## config.mk

```make
export PLATFORM = sky130hd
export DESIGN_NAME = add_pipe
export DESIGN_NICKNAME = d
export VERILOG_FILES = /design/src/rtl/add_pkg.sv /design/src/rtl/add_seg.sv /design/src/rtl/add_pipe.sv
export SDC_FILE = /design/constraint.sdc
export NUM_CORES = 1
export LEC_CHECK = 0
export ABC_AREA = 1
export CAP_MARGIN = 20
export CORE_MARGIN = 2
export CORE_UTILIZATION = 50
export DETAILED_ROUTE_END_ITERATION = 10
export MAX_ROUTING_LAYER = met4
export PLACE_DENSITY = 0.76
export SYNTH_ARGS = -nofsm -noshare
export SYNTH_HDL_FRONTEND = slang
export SYNTH_SLANG_ARGS = --single-unit
export TNS_END_PERCENT = 30
```

## constraint.sdc

```tcl
create_clock -name clk -period 3.25 [get_ports clk]
set_clock_uncertainty 0.1 [all_clocks]
set_input_delay 0.8125 -clock clk [delete_from_list [all_inputs] [get_ports clk]]
set_output_delay 0.8125 -clock clk [all_outputs]
set_load 0.1 [all_outputs]
```

## src/rtl/add_pkg.sv

```systemverilog
// Shared defaults and the stage-count helper for the segmented pipelined adder.
package add_pkg;

    localparam int DEF_WIDTH = 32;
    localparam int DEF_SEG   = 8;

    function automatic int num_stages(input int width, input int seg);
        return (seg > 0) ? width / seg : 0;
    endfunction

endpackage

```

## src/rtl/add_seg.sv

```systemverilog
// One carry segment: SEG-bit combinational adder feeding registered sum, carry and valid.
// Only the most-significant segment builds the signed-overflow flag.
module add_seg #(
    parameter int SEG  = 8,
    parameter bit LAST = 1'b0
) (
    input  logic           clk,
    input  logic           rst,
    input  logic           en,
    input  logic           valid_in,
    input  logic [SEG-1:0] a,
    input  logic [SEG-1:0] b,
    input  logic           cin,
    output logic           valid,
    output logic [SEG-1:0] sum,
    output logic           cout,
    output logic           ovf
);

    logic [SEG:0] raw;

    assign raw = {1'b0, a} + {1'b0, b} + {{SEG{1'b0}}, cin};

    // NOTE: registers take non-blocking assignments so every stage samples the
    // previous stage's pre-edge value; blocking here would collapse the pipeline.
    always_ff @(posedge clk or posedge rst) begin
        if (rst) begin
            valid <= 1'b0;
            sum   <= '0;
            cout  <= 1'b0;
        end else if (en) begin
            valid <= valid_in;
            sum   <= raw[SEG-1:0];
            cout  <= raw[SEG];
        end
    end

    if (LAST) begin : g_ovf
        always_ff @(posedge clk or posedge rst) begin
            if (rst) begin
                ovf <= 1'b0;
            end else if (en) begin
                ovf <= (a[SEG-1] == b[SEG-1]) && (raw[SEG-1] != a[SEG-1]);
            end
        end
    end else begin : g_no_ovf
        assign ovf = 1'b0;
    end

endmodule

```

## src/rtl/add_pipe.sv

```systemverilog
// Pipelined add/subtract: WIDTH bits split into WIDTH/SEG carry segments, one per stage,
// with skew registers keeping each operation's operand and result segments aligned.
module add_pipe
    import add_pkg::*;
#(
    parameter int WIDTH = DEF_WIDTH,
    parameter int SEG   = DEF_SEG
) (
    input  logic             clk,
    input  logic             rst,
    input  logic             in_valid,
    output logic             in_ready,
    input  logic [WIDTH-1:0] a,
    input  logic [WIDTH-1:0] b,
    input  logic             sub,
    input  logic             cin,
    output logic             out_valid,
    input  logic             out_ready,
    output logic [WIDTH-1:0] s,
    output logic             cout,
    output logic             ovf
);

    localparam int N = num_stages(WIDTH, SEG);

    if ((SEG < 1) || (WIDTH < SEG) || ((WIDTH % ((SEG < 1) ? 1 : SEG)) != 0)) begin : g_bad_params
        $error("add_pipe: WIDTH (%0d) must be a positive multiple of SEG (%0d)", WIDTH, SEG);
    end

    logic             en;
    logic [WIDTH-1:0] b_eff;
    logic             c0;
    logic [N-1:0]     valid_q;
    logic [N-1:0]     carry_q;
    logic [N-1:0]     ovf_q;
    logic [SEG-1:0]   sum_q [N];
    // [stage][segment]: operand segments still waiting to be added, and finished result segments
    logic [SEG-1:0]   a_sk  [N][N];
    logic [SEG-1:0]   b_sk  [N][N];
    logic [SEG-1:0]   r_sk  [N][N];

    // The whole pipeline advances together; it only stops when the output is held.
    assign en        = !valid_q[N-1] || out_ready;
    assign in_ready  = en;
    assign out_valid = valid_q[N-1];
    assign cout      = carry_q[N-1];
    assign ovf       = |ovf_q;
    assign b_eff     = sub ? ~b : b;
    assign c0        = sub | cin;

    for (genvar k = 0; k < N; k++) begin : g_stage
        logic [SEG-1:0] seg_a;
        logic [SEG-1:0] seg_b;
        logic           seg_cin;
        logic           seg_valid;

        if (k == 0) begin : g_head
            assign seg_a     = a[SEG-1:0];
            assign seg_b     = b_eff[SEG-1:0];
            assign seg_cin   = c0;
            assign seg_valid = in_valid;
        end else begin : g_body
            assign seg_a     = a_sk[k-1][k];
            assign seg_b     = b_sk[k-1][k];
            assign seg_cin   = carry_q[k-1];
            assign seg_valid = valid_q[k-1];
        end

        add_seg #(
            .SEG  (SEG),
            .LAST (k == N - 1)
        ) u_seg (
            .clk      (clk),
            .rst      (rst),
            .en       (en),
            .valid_in (seg_valid),
            .a        (seg_a),
            .b        (seg_b),
            .cin      (seg_cin),
            .valid    (valid_q[k]),
            .sum      (sum_q[k]),
            .cout     (carry_q[k]),
            .ovf      (ovf_q[k])
        );

        // NOTE: operand skew registers carry no reset; their contents are ignored
        // until a stage valid bit, which is reset, marks them as live.
        for (genvar j = k + 1; j < N; j++) begin : g_op_skew
            if (k == 0) begin : g_load
                always_ff @(posedge clk) begin
                    if (en) begin
                        a_sk[0][j] <= a[j*SEG +: SEG];
                        b_sk[0][j] <= b_eff[j*SEG +: SEG];
                    end
                end
            end else begin : g_shift
                always_ff @(posedge clk) begin
                    if (en) begin
                        a_sk[k][j] <= a_sk[k-1][j];
                        b_sk[k][j] <= b_sk[k-1][j];
                    end
                end
            end
        end

        // Finished low segments ride along; the last stage's copy forms part of s.
        for (genvar j = 0; j < k; j++) begin : g_res_skew
            logic [SEG-1:0] d;

            if (j == k - 1) begin : g_fresh
                assign d = sum_q[j];
            end else begin : g_carry_on
                assign d = r_sk[k-1][j];
            end

            always_ff @(posedge clk or posedge rst) begin
                if (rst) begin
                    r_sk[k][j] <= '0;
                end else if (en) begin
                    r_sk[k][j] <= d;
                end
            end
        end
    end

    for (genvar j = 0; j < N; j++) begin : g_sum_out
        if (j == N - 1) begin : g_top_seg
            assign s[j*SEG +: SEG] = sum_q[j];
        end else begin : g_low_seg
            assign s[j*SEG +: SEG] = r_sk[N-1][j];
        end
    end

endmodule

```

==> flow_metrics.py <==
metrics = {
    "status": {
        "outcome": "complete, no violations",
    },
    "floorplanning": {
        "core_um2": 15700,
        "dieHeight_um": 130,
        "die_width_um": 130,
        "io-pin-count": 106,
        "initial_core_util_pct": 50.6,
        "die_area_um2": 16900,
        "row_count": 46,
    },
    "yosys": {
        "syn_avg_cell_area_um2": 10.8,
        "synthArstFlopShare_pct": 48.1,
        "syn_nets": 839,
        "ys.flop_type": "edfxtp_1",
        "synth_warnings": 0,
        "yosysTopAreaCell": "edfxtp_1",
        "synth.most_common_cell": "nand2_1",
        "syn-cell-area_um2": 7950,
        "ys_types": 24,
        "netlist_instances": 733,
        "ys_seq_area_share_pct": 64.3,
        "ys_ff_latch": 185,
        "synth_area_leaders": "edfxtp_1, dfrtp_1, nand2_1",
        "yosysTopAreaCellShare_pct": 36.3,
        "synthTopCellsByCount": "nand2_1, edfxtp_1, dfrtp_1",
        "synth-edff-count": 96,
    },
    "sta": {
        "relSlewSlack_pct": 37.9,
        "drv_slew": 0,
        "worst_pin_slew_ns": 0.931,
        "min_period_ns": 2.59,
        "finalHoldViolations": 0,
        "finalSetupTns_ns": 0,
        "fmax_mhz": 386,
        "layout_worst_path_cycle_share_pct": 79.7,
        "rsz0062_at_grt": "no",
        "setup_viol": 0,
    },
    "worst_setup_path": {
        "crit_fanout": 3,
        "critPathCaptureType": "output pin",
        "required_ns": 2.34,
        "critPathLaunch": "out_ready",
        "path_class": "in2out",
        "crit_path_start_kind": "input pin",
        "r2r_start": "a_sk[0][32]$_DFFE_PP_",
        "arrival_ns": 1.68,
    },
    "route": {
        "wl_um": 13700,
        "detail_route.wl_per_cell_um": 12.8,
        "drt-initial-drc-count": 288,
        "drcViolationCount": 0,
        "via_per_inst": 4.84,
        "vias": 5176,
        "drtPass1Iterations": 4,
        "final_antenna_net_count": 0,
    },
    "worst_hold_path": {
        "worstHoldStart": "b_sk[0][2]$_DFFE_PP_",
        "worstHoldPathType": "reg2reg",
    },
    "cells_and_area": {
        "area_delta_synth_final_pct": 23.1,
        "final_nets": 946,
        "seq_area_um2": 5110,
        "post-route-util_pct": 62.3,
        "drive_above_1_share_pct": 9.38,
        "multi_input_area_um2": 2430,
        "fillers": 1256,
    },
    "placed_design": {
        "hpwl_um": 8980,
        "portBuffers": 105,
        "gp_congestion": 0.855,
    },
    "clock_tree": {
        "cts_root_buf": "clkbuf_16",
        "cts_tree": "done",
        "clockBufferDepth": 2,
        "cts.sinks": 185,
        "clkTransAtPathRegs_ns": 0.07,
        "hold_buffers": 0,
        "cts_buffers": 17,
        "htree_levels": 4,
        "postCtsSetupRepairBufs": 0,
        "cts_resized": 0,
        "clk_latency_ns": 0.42,
    },
    "global_route": {
        "grt_pass1_wl_um": 22500,
        "antenna_found_initial": 1,
        "grt_usage_pct": 17.8,
        "grt_pass1_vias": 4872,
        "grt_overflow": 0,
        "grt_max_degree": 114,
    },
    "pwr": {
        "p_per_area_nw_per_um2": 1060,
        "ir_worst_vdd_v": 0.000604,
        "total_leakage_power_nw": 4.50,
    },
    "run": {
        "cap_viol_max_count": 0,
    },
}
[cells by family (layout without fill, tap and decap cells)]
family / after synthesis / in the layout / share of synthesized area (%)
and+or+nand+nor: 303 / 303 / 15.3
DFF: 185 / 185 / 64.3
buffers and inverters: 98 / 218 / 5.12
AOI/OAI and AO/OA: 76 / 76 / 4.97
adders and majority gates: 36 / 36 / 6.42
xor gates and xnor gates: 35 / 35 / 3.86
other: 0 / 1 / 0
[per-layer routing]
metal	track usage, %	vias to the layer above	wire (um)
li1	-	2606	-
met1	22.0	2452	6200
met2	28.6	95	6760
met3	4.02	23	465
met4	6.89	0	280
met5	-	-	0
[cells in the final DEF (no fill, tap or decap), types with 3 or more instances in the layout]
cell and instances:
clkbuf_16 17, nand3_1 39, dfrtp_1 89, inv_6 8
clkdlybuf4s50_1 68, xnor2_1 3, nor2_1 17, a211oi_1 3
a21oi_1 17, inv_1 74, o21ai_0 32, bufinv_16 4
or2_2 3, nand2_1 236, xor2_1 32, buf_4 38
buf_12 3, o21ai_1 20, nand4_1 7, ha_1 28
fa_1 8, edfxtp_1 96
[power by group]
group	internal (mW)	switching (mW)	leakage (nW)	total, mW
Clock	1.33	0.894	0.313	2.22
Sequential	3.47	0.366	2.05	3.83
Combinational	1.16	3.16	2.14	4.33
Total	5.96	4.42	4.50	10.4
[worst max-delay path, stage by stage]
cell             delay [ns]
clkdlybuf4s50_1        0.44
nor2_4                 0.17
inv_6                  0.07
buf_12                 0.17
[layout make-up]
type,instances,share of cell area [%]
timing repair buffer,110,10.5
inverter,76,2.99
clock buffer,18,4.49
sequential,185,52.2
clock inverter,14,2.11
multi-input combinational,450,24.8
antenna,1,0.0256
tap,216,2.76
[path summary, 6_finish.rpt]
path                                                             end  slack [ns]  cells past startpoint
setup / recovery                                            in_ready        0.66                      4
hold / removal                                 b_sk[0][26]$_DFFE_PP_        0.31                      0
max in group asynchronous  g_stage[3].g_res_skew[1].d[5]$_DFFE_PP0P_        1.90                      3
min in group asynchronous                          s[20]$_DFFE_PP0P_        0.72                      3
hold reg to reg                                b_sk[0][26]$_DFFE_PP_        0.31                      0
setup reg to reg                   g_stage[2].u_seg.cout$_DFFE_PP0P_        1.15                      8
[through the flow]
step / cells / power [mW] / hold WS (ns) / setup WS [ns] / instance area [um^2]
3_5_place_dp: 1037 / 8.22 / 0.305 / 0.427 / 9140
6_report: 1070 / 10.4 / 0.314 / 0.659 / 9780
3_3_place_gp: 1037 / 8.09 / 0.300 / 0.474 / 9140
5_1_grt: 1070 / 11.0 / 0.328 / 0.636 / 9780
4_1_cts: 1069 / 10.5 / 0.318 / 0.647 / 9780
2_1_floorplan: 733 / 7.20 / 0.300 / 0.0306 / 7950
[registers in the layout, indices dropped and copies added, names as in the netlist]
register,flops
g_stage.u_seg.sum,32
s,24
g_stage.g_res_skew.d,24
b_sk,48
g_stage.u_seg.cout,4
a_sk,48
g_stage.u_seg.valid,4
g_stage.u_seg.ovf,1
No activity file was read; power rests on OpenSTA's default activity.
